==> src/rtl/fwd_datapath.sv <==
// fwd_datapath: D->X->M->W datapath slice with operand forwarding, load-use
// style hazard bubbles, global stall and D/X flush.
// Build option: define FWD_DATAPATH_BYPASS_EN to forward M/W results into the
// D-stage operand muxes; without it operands come only from the register file
// and any in-flight writer of a checked source stalls the D slot instead.
module fwd_datapath #(
  parameter int unsigned XLEN   = 32,
  parameter int unsigned PC_INC = 4
) (
  input  logic            clk_i,
  input  logic            rst_i,
  input  logic            d_valid_i,
  input  logic            stall_i,
  input  logic            flush_i,
  output logic            d_ready_o,
  input  logic [4:0]      rs1_addr_i,
  input  logic [4:0]      rs2_addr_i,
  input  logic [4:0]      rd_addr_i,
  input  logic            rd_we_i,
  input  logic [XLEN-1:0] reg1_data_i,
  input  logic [XLEN-1:0] reg2_data_i,
  input  logic [XLEN-1:0] imm_signed_i,
  input  logic [XLEN-1:0] pc_val_d1_i,
  input  logic [XLEN-1:0] pc_val_d2_i,
  input  logic            x_op1_sel_i,
  input  logic            x_op2_sel_i,
  input  logic [2:0]      alu_sel_i,
  input  logic [XLEN-1:0] arith_out_i,
  input  logic [XLEN-1:0] logical_out_i,
  input  logic [XLEN-1:0] shift_out_i,
  output logic [XLEN-1:0] x_op1_o,
  output logic [XLEN-1:0] x_op2_o,
  output logic            x_valid_o,
  output logic [XLEN-1:0] m_alu_data_o,
  output logic [XLEN-1:0] w_data_o,
  output logic [4:0]      w_rd_addr_o,
  output logic            w_we_o
);

  localparam int unsigned RW = 5;

  // X stage
  logic            x_valid_q, x_valid_d;
  logic [RW-1:0]   x_rd_q, x_rd_d;
  logic            x_we_q, x_we_d;
  logic [XLEN-1:0] x_op1_q, x_op1_d;
  logic [XLEN-1:0] x_op2_q, x_op2_d;
  // M stage
  logic            m_valid_q, m_valid_d;
  logic [RW-1:0]   m_rd_q, m_rd_d;
  logic            m_we_q, m_we_d;
  logic [XLEN-1:0] m_data_q, m_data_d;
  // W stage; w_we_q already folds in valid and rd != 0
  logic [RW-1:0]   w_rd_q, w_rd_d;
  logic            w_we_q, w_we_d;
  logic [XLEN-1:0] w_data_q, w_data_d;

  logic            chk1, chk2;
  logic            x_hit, m_hit1, m_hit2, w_hit1, w_hit2;
  logic            hazard, accept, advance;
  logic [XLEN-1:0] src1, src2, op1, op2, alu_res;

  // True when a valid writer with a non-zero rd targets the given source
  function automatic logic src_hit(input logic          valid,
                                   input logic          we,
                                   input logic [RW-1:0] rd,
                                   input logic [RW-1:0] rs);
    return valid && we && (rd != '0) && (rd == rs);
  endfunction

  // Source matching, hazard detection and D-stage operand selection
  always_comb begin
    chk1   = !x_op1_sel_i;
    chk2   = !x_op2_sel_i;
    x_hit  = (chk1 && src_hit(x_valid_q, x_we_q, x_rd_q, rs1_addr_i)) ||
             (chk2 && src_hit(x_valid_q, x_we_q, x_rd_q, rs2_addr_i));
    m_hit1 = src_hit(m_valid_q, m_we_q, m_rd_q, rs1_addr_i);
    m_hit2 = src_hit(m_valid_q, m_we_q, m_rd_q, rs2_addr_i);
    w_hit1 = src_hit(w_we_q, 1'b1, w_rd_q, rs1_addr_i);
    w_hit2 = src_hit(w_we_q, 1'b1, w_rd_q, rs2_addr_i);
`ifdef FWD_DATAPATH_BYPASS_EN
    src1   = m_hit1 ? m_data_q : (w_hit1 ? w_data_q : reg1_data_i);
    src2   = m_hit2 ? m_data_q : (w_hit2 ? w_data_q : reg2_data_i);
    hazard = d_valid_i && x_hit;
`else
    src1   = reg1_data_i;
    src2   = reg2_data_i;
    hazard = d_valid_i && (x_hit ||
                           (chk1 && (m_hit1 || w_hit1)) ||
                           (chk2 && (m_hit2 || w_hit2)));
`endif
    op1     = x_op1_sel_i ? pc_val_d1_i  : src1;
    op2     = x_op2_sel_i ? imm_signed_i : src2;
    accept  = d_valid_i && !stall_i && !hazard && !flush_i;
    advance = flush_i || !stall_i;
  end

  // X-stage result select captured into M
  always_comb begin
    alu_res = '0;
    case (alu_sel_i)
      3'd0:    alu_res = arith_out_i;
      3'd1:    alu_res = logical_out_i;
      3'd2:    alu_res = shift_out_i;
      3'd3:    alu_res = x_op1_q;
      3'd4:    alu_res = pc_val_d2_i;
      3'd5:    alu_res = pc_val_d2_i + XLEN'(PC_INC);
      default: alu_res = '0;
    endcase
  end

  // Pipeline advance: hold on stall, bubble X on hazard/flush, kill M on flush
  always_comb begin
    x_valid_d = x_valid_q;
    x_rd_d    = x_rd_q;
    x_we_d    = x_we_q;
    x_op1_d   = x_op1_q;
    x_op2_d   = x_op2_q;
    m_valid_d = m_valid_q;
    m_rd_d    = m_rd_q;
    m_we_d    = m_we_q;
    m_data_d  = m_data_q;
    w_rd_d    = w_rd_q;
    w_we_d    = w_we_q;
    w_data_d  = w_data_q;
    if (advance) begin
      x_valid_d = accept;
      x_rd_d    = rd_addr_i;
      x_we_d    = rd_we_i;
      x_op1_d   = op1;
      x_op2_d   = op2;
      m_valid_d = x_valid_q && !flush_i;
      m_rd_d    = x_rd_q;
      m_we_d    = x_we_q;
      m_data_d  = alu_res;
      w_rd_d    = m_rd_q;
      w_we_d    = m_valid_q && m_we_q && (m_rd_q != '0);
      w_data_d  = m_data_q;
    end
  end

  // Stage registers with synchronous reset
  always_ff @(posedge clk_i) begin
    if (rst_i) begin
      x_valid_q <= 1'b0;
      x_rd_q    <= '0;
      x_we_q    <= 1'b0;
      x_op1_q   <= '0;
      x_op2_q   <= '0;
      m_valid_q <= 1'b0;
      m_rd_q    <= '0;
      m_we_q    <= 1'b0;
      m_data_q  <= '0;
      w_rd_q    <= '0;
      w_we_q    <= 1'b0;
      w_data_q  <= '0;
    end else begin
      x_valid_q <= x_valid_d;
      x_rd_q    <= x_rd_d;
      x_we_q    <= x_we_d;
      x_op1_q   <= x_op1_d;
      x_op2_q   <= x_op2_d;
      m_valid_q <= m_valid_d;
      m_rd_q    <= m_rd_d;
      m_we_q    <= m_we_d;
      m_data_q  <= m_data_d;
      w_rd_q    <= w_rd_d;
      w_we_q    <= w_we_d;
      w_data_q  <= w_data_d;
    end
  end

  assign d_ready_o    = accept && !rst_i;
  assign x_valid_o    = x_valid_q;
  assign x_op1_o      = x_op1_q;
  assign x_op2_o      = x_op2_q;
  assign m_alu_data_o = m_data_q;
  assign w_data_o     = w_data_q;
  assign w_rd_addr_o  = w_rd_q;
  assign w_we_o       = w_we_q;

endmodule

==> config.mk <==
export PLATFORM = sky130hd
export DESIGN_NAME = fwd_datapath
export DESIGN_NICKNAME = d
export VERILOG_FILES = /design/src/rtl/fwd_datapath.sv
export SDC_FILE = /design/constraint.sdc
export NUM_CORES = 1
export LEC_CHECK = 0
export ABC_AREA = 1
export BUFFER_PORTS_ARGS = -buffer_cell sky130_fd_sc_hd__buf_4
export CORE_AREA = 2 2 161 163
export DETAILED_ROUTE_END_ITERATION = 10
export DIE_AREA = 0 0 163 165
export GPL_TIMING_DRIVEN = 0
export PLACE_DENSITY_LB_ADDON = 0.2
export RECOVER_POWER = 100
export SLEW_MARGIN = 30
export SYNTH_ARGS = -nofsm -noshare
export SYNTH_HDL_FRONTEND = slang
export SYNTH_SLANG_ARGS = --single-unit
export TNS_END_PERCENT = 10
==> constraint.sdc <==
create_clock -name clk_i -period 1.3 [get_ports clk_i]
set_input_delay 0.26 -clock clk_i [delete_from_list [all_inputs] [get_ports clk_i]]
set_output_delay 0.26 -clock clk_i [all_outputs]
set_load 0.01 [all_outputs]
### Word-level counts from Yosys, hierarchy flattened

Cells that the tools add are included.

* word-level logic and storage cells: 64
* bits of input ports: 282
* flip-flop bits (word level): 148

* equality and inequality tests: 11
* reductions and logical operators: 37
* mux-type cells: 3
* add/sub/neg operators: 1

Operator list (number)
* 32-bit case mux with 6 select lines: 1
* 32-bit 2-to-1 mux: 2
* 32-bit by 3-bit adder with 32-bit output (second input constant): 1
* 5-bit equality test: 6
* 1-bit logical AND: 21
* 5-bit nonzero test: 3
* 3-bit by 2-bit equality test with 1-bit output (second input constant): 2
* 3-bit equality test (second input constant): 2
* 1-bit logical NOT: 6
* 1-bit logical OR: 6
* 3-bit by 1-bit equality test with 1-bit output (second input constant): 1
* 3-bit logical NOT: 1

### Logic depth before layout (Yosys ltp)

Gate-level depths: netlist of the first run.

* depth after elaboration: 12
* gate-level depth with buffers: 11
* mapped depth without buffers: 11

### Worst setup path before layout of the first run

No wires, ideal clock.

* kind: input to output
* start point: input x_op1_sel_i
* end point: output d_ready_o
* buffers on the path: 1
* stages: 9
* required time: 1.040 ns
* arrival: 1.130 ns
* slack: -0.090 ns
* cells stage by stage: buf_2 > clkinv_1 > nand2_1 > nor2_1 > nand3_1 > nand2_1 > a21oi_1 > nand3_1 > nor2_1

* cells in the longest elaborated chain, start to end: 10
* elaborated cells on any way between the ends: 11
* classes of those cells: reduce/logical: 11

Ends and longest elaborated chain
* start, declared: RTL line 25 `input logic x_op1_sel_i,`
* 1-bit logical NOT (*): RTL line 73 `chk1 = !x_op1_sel_i;`
* 1-bit logical AND: RTL line 75 `x_hit = (chk1 && src_hit(x_valid_q, x_we_q, x_rd_q, rs1_addr_i)) ||`
* 1-bit logical OR: RTL line 75
* 1-bit logical OR (*): RTL line 88 `hazard = d_valid_i && (x_hit ||`
* 1-bit logical OR (*): RTL line 89 `(chk1 && (m_hit1 || w_hit1)) ||`
* 1-bit logical AND (*): RTL line 88
* 1-bit logical NOT (*): RTL line 94 `accept = d_valid_i && !stall_i && !hazard && !flush_i;`
* 1-bit logical AND (*) (2 in series): RTL line 94
* 1-bit logical AND (*): RTL line 173 `assign d_ready_o = accept && !rst_i;`
* end, declared: RTL line 15 `output logic d_ready_o,`

Mark *: on every way between the ends. The rest lies on a longest branch, timed or not.

### Worst setup path after layout of the first run

* start point: register x_rd_q[1]
* end point: output d_ready_o

* cells in the longest elaborated chain, start to end: 12
* elaborated cells on any way between the ends: 16
* classes of those cells: eq/ne: 2; reduce/logical: 14

Ends and longest elaborated chain
* start, declared: RTL line 44 `logic [RW-1:0] x_rd_q, x_rd_d;`
* start signal, assigned: RTL line 159 `x_rd_q <= x_rd_d;`
* 5-bit nonzero test: RTL line 68 `return valid && we && (rd != '0) && (rd == rs);`
* 1-bit logical AND (2 in series): RTL line 68
* 1-bit logical AND, on equally long branches: RTL line 75, 76
* 1-bit logical OR (*): RTL line 75
* 1-bit logical OR (*): RTL line 88
* 1-bit logical OR (*): RTL line 89
* 1-bit logical AND (*): RTL line 88
* 1-bit logical NOT (*): RTL line 94
* 1-bit logical AND (*) (2 in series): RTL line 94
* 1-bit logical AND (*): RTL line 173

Marked as above.

==> results of run 1 <==
-- state kept, by name, indices dropped and copies added, names as in the netlist --
name and flops:
w_rd_addr_o 5, x_we_q 1, m_rd_q 5, w_data_o 32
m_alu_data_o 32, m_we_q 1, m_valid_q 1, x_op2_o 32
x_op1_o 32, x_valid_o 1, x_rd_q 5, w_we_o 1
-- per-layer routing --
metal  routed length [um]  global-route usage [%]  share of wire (%)
met1                17200                    38.4                 43
met2                19200                    48.7                 48
met3                 2900                    5.58                7.2
met4                 1080                    9.77                2.7
met5                    0                       0                  0
-- logic make-up after synthesis --
group	count (synthesis)
AO/OA/AOI/OAI	300
XOR/XNOR	16
AND/OR/NAND/NOR	680
flip-flops	148
adder cells (fa/ha/maj)	1
buffers and inverters	155
-- power by group through the flow --
stage	Combinational (mW)	Clock [mW]	Sequential, mW
2_1_floorplan	1.09	0	5.31
3_3_place_gp	2.90	0	5.22
3_5_place_dp	2.92	0	5.23
4_1_cts	2.94	5.83	5.14
5_1_grt	3.02	6.01	5.18
6_report	2.75	5.78	5.14
-- worst reg2reg max path: stages, from the launching register on --
cell,delay (ns)
dfxtp_1,0.33
inv_1,0.06
nor2_1,0.05
a21oi_2,0.18
nand3_1,0.10
o21ai_1,0.25
nand2_1,0.08
nand2_1,0.06
inv_1,0.04
-- path summary, 6_finish.rpt --
kind                        start         endpoint  cells past startpoint
setup / recovery        x_rd_q[1]        d_ready_o                     10
hold / removal    pc_val_d1_i[30]      x_op1_o[30]                      3
setup reg to reg       x_op1_o[8]  m_alu_data_o[8]                      8
hold reg to reg         m_valid_q        m_valid_q                      2
-- stage by stage --
stage | cell area, sq um | util [%]
CTS | 12400 | 49.7
floorplan | 8200 | -
finish | 12100 | 48.2
global route | 12100 | 48.2
detailed placement | 11700 | 46.8
global placement | 11700 | 46.8
-- what timing repair did --
item	CTS	global route
pin swaps	0	2
setup buffers	0	2
setup endpoints to repair	126	129
resized for setup	37	52
endpoints found under the hold margin	0	0
-- synth_stat cells (2+ instances only) --
library cell  instances
a21oi_1              54
inv_2                 6
buf_4                 7
nand3_1              66
or2_2                 3
o211ai_1             10
dfxtp_1             148
clkinv_1              2
a41oi_1               4
a22o_1                8
nor2_4                3
nand2_1             439
nand4_1               3
nor2_2                7
buf_2                17
inv_1                69
clkbuf_1             52
o21ai_1               6
xor2_1               10
a31oi_1              65
a22oi_1               8
nor2_1              147
nand3b_1              3
nand2_2               5
o21bai_1              7
xnor2_1               6
o21ai_0             136
-- cell type report --
class                           instances  area [sq um]  area share [%]
Antenna cell                            3          7.51          0.0622
Inverter                               77           297            2.46
Clock inverter                         13           221            1.83
Sequential cell                       148          2990            24.7
Tap cell                              330           413            3.42
Timing Repair Buffer                  416          2650            22.0
Clock buffer                           18           439            3.64
Multi-Input combinational cell        997          4690            38.8
Buffer                                 77           373            3.09
==> impl_metrics.ini, run 1 <==
[placement]
gp_congestion = 0.921
hpwl_um = 32700
post-place-cells = 2044
io_buffers = 414
pre_cts_ws_ns = -0.680

[floorplan]
coreArea_sq_mm = 0.0250
die_area_sq_mm = 0.0269
die_h_um = 165
ios = 418
die_w_um = 163
start_util_pct = 32.7
rows = 58

[finish]
nets = 2017
nFillCells = 2773
drive_gt1_share_pct = 25.3
final_common_cell = nand2_1
final_cells = 2079
final_cell_mix = 438 x nand2_1, 287 x buf_4, 148 x clkbuf_1
syn2layout_area_growth_pct = 47.6

[worst_hold_path]
hold_class = primary input to flip-flop

[critical_path]
slowest_stage = dfxtp_1
endpoint_kind = primary output
cp.arrival_ns = 1.64
cp_slowest_stage_delay_ns = 0.34
critPathLaunchType = flip-flop
path_class = flip-flop to primary output
crit_top_cell = nand2_1
critPathBufInv = 2
cp_top_family = simple AND/OR/NAND/NOR gates
cp.required_ns = 1.04
cp_max_fo = 5
r2r_setup_slack_ns = 0.06
path_cells = inv_2 -> nand2_1 -> nand2_1 -> nor2_1 -> nand3_1 -> nand2_1 -> a21oi_1 -> nand3_2 -> nor2_2 -> buf_6

[run]
maxCapViolations = 0

[drt]
via_per_inst = 5.03
drtPass1Iterations = 5
drc = 0
drt_iter0_drc = 755
postRouteAntennaNets = 0
via_count = 10500
wl_per_cell_um = 19.4
routed_wirelength_um = 40400

[power_and_ir_drop]
p_total_mw = 13.7
powerDensity_mw_per_mm2 = 1130
p_int_mw = 9.56
p_leak_nw = 5.61
ir_drop_mv = 0.880
p_sw_mw = 4.11
p_clk_share_pct = 42.3
combPwrFrac_pct = 20.1
seqPwrFrac_pct = 37.6
swShare_pct = 30.1

[timing]
finalHoldViolCount = 0
post-route-min-period_ns = 1.90
slew_viol_final = 0
tns_ns = -1.27
finalSetupViolations = 28
worst_pin_slew_ns = 0.541
rsz0062_at_grt = yes
max_freq_mhz = 525
fin_skew_ns = 0.0182
max-slew-margin-rel_pct = 63.9
whs_ns = 0.0996
fin_crit_sh_pct = 147
finalWorstSetupSlack_ns = -0.605

[synthesis]
yosys.area_share.simple_pct = 33.4
synth_area_leaders = dfxtp_1 36%, nand2_1 20%, o21ai_0 8.3%
syn_nets = 1583
synth_seq_cells = 148
yosysWarnings = 0
async_flop_share_pct = 0
synth_area_per_cell_sq_um = 6.30
synth_xor_area_share_pct = 1.71
ys_seq_area_share_pct = 36.2
synth_cell_types = 36
synthAdderAreaFrac_pct = 0.153
syn-cell-area_sq_mm = 0.00818
synth_compound_area_share_pct = 20.7
synthMuxAreaShare_pct = 0
synth_edf_count = 0
synth_top_area_cell = dfxtp_1
synthFlopType = dfxtp_1
synthCells = 1300
synth_top_family_by_area = simple AND/OR/NAND/NOR gates
yosys.area.top_type_share_pct = 36.2

[global_route]
grt.total_usage_pct = 29.4
grt_overflow_total = 0
grt_max_degree = 17
grt_pass1_wl_um = 59200
grt_pass1_vias = 9972
antenna_found_initial = 3

[cts]
clock_latency_ns = 0.43
path_clk_slew_ns = 0.07
cts_tree = built
cts.sinks = 148
clockBufferDepth = 2
cts_buffers = 17
htree_num_levels = 4
root_buffer = clkbuf_16
cts_hold_buf = 0

[outcome]
violations = setup timing
outcome = finished with violations
Power figures use the tool's default switching activity.
==> run 2: changes to the inputs <==
--- a/config.mk
+++ b/config.mk
@@ -5,11 +5,10 @@
 export SDC_FILE = /design/constraint.sdc
 export NUM_CORES = 1
 export LEC_CHECK = 0
-export ABC_AREA = 1
 export BUFFER_PORTS_ARGS = -buffer_cell sky130_fd_sc_hd__buf_4
-export CORE_AREA = 2 2 161 163
+export CORE_AREA = 2 2 164 166
 export DETAILED_ROUTE_END_ITERATION = 10
-export DIE_AREA = 0 0 163 165
+export DIE_AREA = 0 0 166 168
 export GPL_TIMING_DRIVEN = 0
 export PLACE_DENSITY_LB_ADDON = 0.2
 export RECOVER_POWER = 100
==> run 2 against run 1 <==
Net effect:
- the run still ends with setup timing left
- wire length increased by 0.74%
- global-route usage decreased by 1.1 points
- fmax decreased by 14%
- sequential share of layout area about the same
- die area increased by 3.7%
- area after synthesis decreased by 1.7%
- count of clock-buffer cells in the layout decreased by 1
- clock power decreased by 15%
- largest cell class unchanged
==> impl_metrics.ini, run 2 <==
[timing]
tns_ns = -6.46
max_freq_mhz = 449
max-slew-margin-rel_pct = 39.4
finalHoldViolCount = 0
finalWorstSetupSlack_ns = -0.927
worst_pin_slew_ns = 0.909
fin_crit_sh_pct = 171
post-route-min-period_ns = 2.23
slew_viol_final = 0
finalSetupViolations = 72
rsz0062_at_grt = yes
whs_ns = 0.0714
fin_skew_ns = 0.0177

[critical_path]
reg2reg_from = m_rd_q[0]
cp_slowest_stage_delay_ns = 0.52
reg2reg_to = w_we_o
critPathLaunchType = flip-flop
cp.required_ns = 1.04
cp_max_fo = 5
cp-endpoint = d_ready_o
r2r_setup_slack_ns = -0.30
worstSetupStartpoint = x_rd_q[0]
path_cells = or4_1 -> o211ai_1 -> o22ai_2 -> nor3_4 -> buf_4
cp.arrival_ns = 1.97
worstRegToRegCells = 6
path_class = flip-flop to primary output
endpoint_kind = primary output
slowest_stage = or4_1

[synthesis]
async_flop_share_pct = 0
synth_seq_cells = 148
yosysMostFrequentCell = dfxtp_1
synth_area_leaders = dfxtp_1 37%, mux2i_1 9.7%, a211oi_1 6.1%
synthFlopType = dfxtp_1
synth_cell_types = 62
synth_top_cells_by_count = 148 x dfxtp_1, 127 x nand2_1, 96 x nor2_1
synth_area_per_cell_sq_um = 8.65
syn-cell-area_sq_mm = 0.00804
ys_seq_area_share_pct = 36.8
synth_top_area_cell = dfxtp_1
yosys.area.top_type_share_pct = 36.8
synthCells = 930
synth_edf_count = 0
yosysWarnings = 0
syn_nets = 1213

[cts]
cts_buffers = 17
root_buffer = clkbuf_16
cts_tree = built
path_clk_slew_ns = 0.08
clockBufferDepth = 2
cts.sinks = 148
clock_latency_ns = 0.44
htree_num_levels = 4

[global_route]
grt_max_degree = 17
grt_pass1_vias = 8836
grt_pass1_wl_um = 58700
grt.total_usage_pct = 28.3
grt_overflow_total = 0
antenna_found_initial = 0

[outcome]
violations = setup timing
outcome = finished with violations

[finish]
fin_util_pct = 46.0
seqCellArea_sq_mm = 0.00300
nFillCells = 2651
drive_gt1_share_pct = 36.8
antenna_cells = 0
nets = 1648
syn2layout_area_growth_pct = 50.6
final_cells = 1719
final_cell_mix = 298 x buf_4, 125 x nand2_1, 122 x dfxtp_1
multi_input_area_sq_mm = 0.00489
stdcell_area_sq_mm = 0.0121
final_common_cell = buf_4

[floorplan]
ios = 418
die_w_um = 166
rows = 60
coreArea_sq_mm = 0.0264
start_util_pct = 30.5
die_area_sq_mm = 0.0279
die_h_um = 168

[power_and_ir_drop]
powerDensity_mw_per_mm2 = 1070
ir_drop_mv = 0.742
p_total_mw = 13.0
p_leak_nw = 5.24

[placement]
pre_cts_ws_ns = -1.03
hpwl_um = 33000
placed_area_sq_mm = 0.0116
io_buffers = 411
post-place-cells = 1682
gp_congestion = 0.939

[drt]
drtPass1Iterations = 7
postRouteAntennaNets = 0
drc = 0
drt_iter0_drc = 609
via_count = 9084
via_per_inst = 5.28
routed_wirelength_um = 40700
wl_per_cell_um = 23.7

[worst_hold_path]
worstHoldStart = rd_addr_i[2]
hold_class = primary input to flip-flop

[run]
maxCapViolations = 0
-- run 2: changes by cell type after synthesis, sizes merged, moves of 14 or more --
cell    delta
nand2    -316
o21ai    -114
mux2i     +78
inv       -68
a211oi    +65
nor2      -61
a31oi     -60
nand3     -57
xor2      +22
a21oi     +21
nor3      +16
mux4      +15
a22oi     +14
xnor2     +14
-- run 2: kinds of logic after synthesis --
logic type | after synthesis | synth area share, %
and+or+nand+nor | 305 | 17.6
AOI/OAI and AO/OA | 239 | 19.6
DFF | 148 | 36.8
muxes | 101 | 15.0
buffers and inverters | 84 | 5.02
xor gates and xnor gates | 52 | 5.66
adders and majority gates | 1 | 0.156
-- run 2: how the worst min path moves through the flow --
stage                         to  cells after the start  slack (ns)
CTS                    m_valid_q                      2        0.03
floorplan              m_valid_q                      1        0.34
global placement    w_data_o[26]                      2        0.44
global route           x_rd_q[2]                      3        0.07
finish                 x_rd_q[2]                      3        0.07
detailed placement  w_data_o[28]                      2        0.44
-- run 2: critical path: cells and delay by family, from the launching register on --
kind,cells,cell delay (ns)
compound gates,2,0.38
simple gates,2,0.64
buf+inv,1,0.15
flops,1,0.36
-- run 2: layer usage --
metal | global-route usage, % | up-vias | wire [um]
met4 | 7.07 | 0 | 947
met2 | 48.9 | 408 | 20100
met1 | 37.1 | 4341 | 17100
met5 | 0 | - | 0
li1 | - | 4279 | -
met3 | 4.18 | 56 | 2540
-- run 2: layout make-up --
type                            count  area share, %
Tap cell                          341           3.52
Buffer                             76           3.93
Inverter                            7          0.217
Clock buffer                       17           3.51
Clock inverter                     15           1.14
Sequential cell                   148           24.8
Multi-Input combinational cell    698           40.4
Timing Repair Buffer              417           22.5
-- run 2: repair_timing --
| action | 4_1_cts | 5_1_grt |
|---|---|---|
| hold buffers | 0 | 0 |
| setup buffers | 5 | 2 |
| endpoints found under the setup margin | 159 | 118 |
| pin swaps | 11 | 4 |
| gates resized for setup | 82 | 64 |
-- run 2: report_power, final --
part / leakage, nW / total (mW) / switching (mW) / internal [mW]
Combinational: 3.73 / 2.90 / 1.53 / 1.38
Clock: 0.281 / 4.92 / 2.37 / 2.55
Sequential: 1.23 / 5.14 / 0.292 / 4.84
Total: 5.24 / 13.0 / 4.18 / 8.77
==> run 3: changes to the inputs <==
--- a/config.mk
+++ b/config.mk
@@ -5,11 +5,12 @@
 export SDC_FILE = /design/constraint.sdc
 export NUM_CORES = 1
 export LEC_CHECK = 0
-export BUFFER_PORTS_ARGS = -buffer_cell sky130_fd_sc_hd__buf_4
 export CORE_AREA = 2 2 164 166
 export DETAILED_ROUTE_END_ITERATION = 10
 export DIE_AREA = 0 0 166 168
+export DONT_BUFFER_PORTS = 1
 export GPL_TIMING_DRIVEN = 0
+export MAX_ROUTING_LAYER = met4
 export PLACE_DENSITY_LB_ADDON = 0.2
 export RECOVER_POWER = 100
 export SLEW_MARGIN = 30
==> run 3 against run 2 <==
Net effect:
- via count is 15% lower
- die area stayed put
- the flow still finishes with violations (setup timing)
- first-iteration DRC count up 0.82%
- wire length is 4.4% lower
- highest routed layer unchanged
- global-route usage shrank 0.69 points
- cell count shrank 23%
- non-clock buffer count is 402 lower
- final area is 22% lower
- clock skew down 0.0029 ns
==> impl_metrics.ini, run 3 (same netlist as run 2, synthesis figures left out) <==
[outcome]
outcome = finished with violations
violations = setup timing

[finish]
nets = 1246
drive_gt1_share_pct = 16.5
syn2layout_area_growth_pct = 17.8
final_common_cell = dfxtp_1
final_cells = 1321
final_cell_mix = 139 x dfxtp_1, 127 x nand2_1, 93 x nor2_1

[cts]
htree_num_levels = 4
path_clk_slew_ns = 0.07
clock_latency_ns = 0.44
cts_tree = built
root_buffer = clkbuf_16
cts.sinks = 148
clockBufferDepth = 2
cts_buffers = 17

[floorplan]
coreArea_sq_mm = 0.0264
die_w_um = 166
die_area_sq_mm = 0.0279
rows = 60
die_h_um = 168
ios = 418
start_util_pct = 30.5

[timing]
fin_skew_ns = 0.0148
rsz0062_at_grt = yes
finalWorstSetupSlack_ns = -0.895
max-slew-margin-rel_pct = 44.3
worst_pin_slew_ns = 0.836
max_freq_mhz = 456
slew_viol_final = 0
post-route-min-period_ns = 2.20
finalSetupViolations = 45
finalHoldViolCount = 0
fin_crit_sh_pct = 169

[critical_path]
cp.required_ns = 1.04
slowest_stage = or4_1
endpoint_kind = primary output
critPathLaunchType = flip-flop
cp_max_fo = 5
path_cells = or4_1 -> o221a_4 -> nor3_4
critPathBufInv = 0
cp_top_family = simple AND/OR/NAND/NOR gates
path_class = flip-flop to primary output
cp.arrival_ns = 1.94
cp_slowest_stage_delay_ns = 0.57

[placement]
post-place-cells = 1271
gp_congestion = 0.986
io_buffers = 0
hpwl_um = 30600

[drt]
drt_iter0_drc = 614
postRouteAntennaNets = 0
drtPass1Iterations = 5
via_count = 7719
via_per_inst = 5.84
drc = 0
wl_per_cell_um = 29.5
routed_wirelength_um = 38900

[power_and_ir_drop]
p_total_mw = 12.2
combPwrFrac_pct = 14.3
p_int_mw = 8.27
p_clk_share_pct = 41.8
ir_drop_mv = 0.602
seqPwrFrac_pct = 43.8
p_leak_nw = 3.59
p_sw_mw = 3.93
powerDensity_mw_per_mm2 = 1290
swShare_pct = 32.2

[global_route]
antenna_found_initial = 4
grt_pass1_wl_um = 54500
grt_overflow_total = 0
grt.total_usage_pct = 27.6
grt_pass1_vias = 7473
grt_max_degree = 17

[worst_hold_path]
hold_class = primary input to flip-flop

[run]
maxCapViolations = 0
-- run 3: changes by cell type in the layout (fill, tap and decap cells not counted), moves of 3 or more --
cell | before | now
dfxtp_1 | 122 | 139
dlygate4sd3_1 | 0 | 7
buf_6 | 10 | 7
buf_4 | 298 | 10
diode_2 | 0 | 4
inv_8 | 6 | 3
clkinv_4 | 1 | 5
clkbuf_4 | 8 | 4
dfxtp_2 | 24 | 7
clkbuf_2 | 47 | 18
clkbuf_1 | 114 | 33
-- run 3: metal layers --
layer / GRT usage, % / share of wire (%) / vias to the layer above
li1: - / - / 3473
met4: 9.79 / 3.4 / 0
met3: 5.83 / 7.1 / 80
met2: 44.5 / 48 / 450
met5: - / 0 / -
met1: 34.2 / 42 / 3716
-- run 3: power groups by stage --
stage	Combinational [mW]	Clock [mW]	Sequential [mW]
after global placement	1.62	0	5.45
after detailed placement	1.63	0	5.45
after CTS	1.70	5.15	5.35
after global routing	1.89	5.37	5.37
final	1.75	5.10	5.35
after floorplan	1.15	0	5.25
-- run 3: through the flow --
step	instance area (sq um)	hold WS, ns	utilization (%)	setup WS [ns]	setup TNS (ns)
final	9470	0.0144	36.0	-0.895	-6.24
after floorplan	8090	0.339	-	-0.315	-7.22
after CTS	9370	0.00276	35.5	-0.864	-3.64
after detailed placement	8520	0.343	32.3	-1.08	-102.85
after global placement	8520	0.341	32.3	-1.09	-101.36
after global routing	9470	0.0183	36.0	-0.957	-9.02
-- run 3: final cells by class --
cell class	instances	area [sq um]
antenna	4	10.0
buffer	76	448
clock buffer	18	429
clock inverter	14	146
fill	2774	16900
inverter	7	26.3
multi-input combinational	698	4880
sequential	148	2980
tap	341	427
timing repair buffer	15	130
-- run 3: worst paths after layout --
path / to / slack, ns / cells past startpoint / startpoint
worst max-delay path: d_ready_o / -0.90 / 3 / w_rd_addr_o[0]
worst min-delay path: m_alu_data_o[29] / 0.01 / 2 / pc_val_d2_i[29]
worst max register to register: x_valid_o / -0.38 / 5 / m_rd_q[0]
worst min register to register: x_we_q / 0.48 / 2 / x_we_q
-- run 3: what timing repair did --
action,in CTS,in global routing
pin swaps,10,10
hold endpoints to repair,7,0
gates resized for setup,75,52
hold buffers,7,0
endpoints found under the setup margin,149,51
buffers inserted,2,7
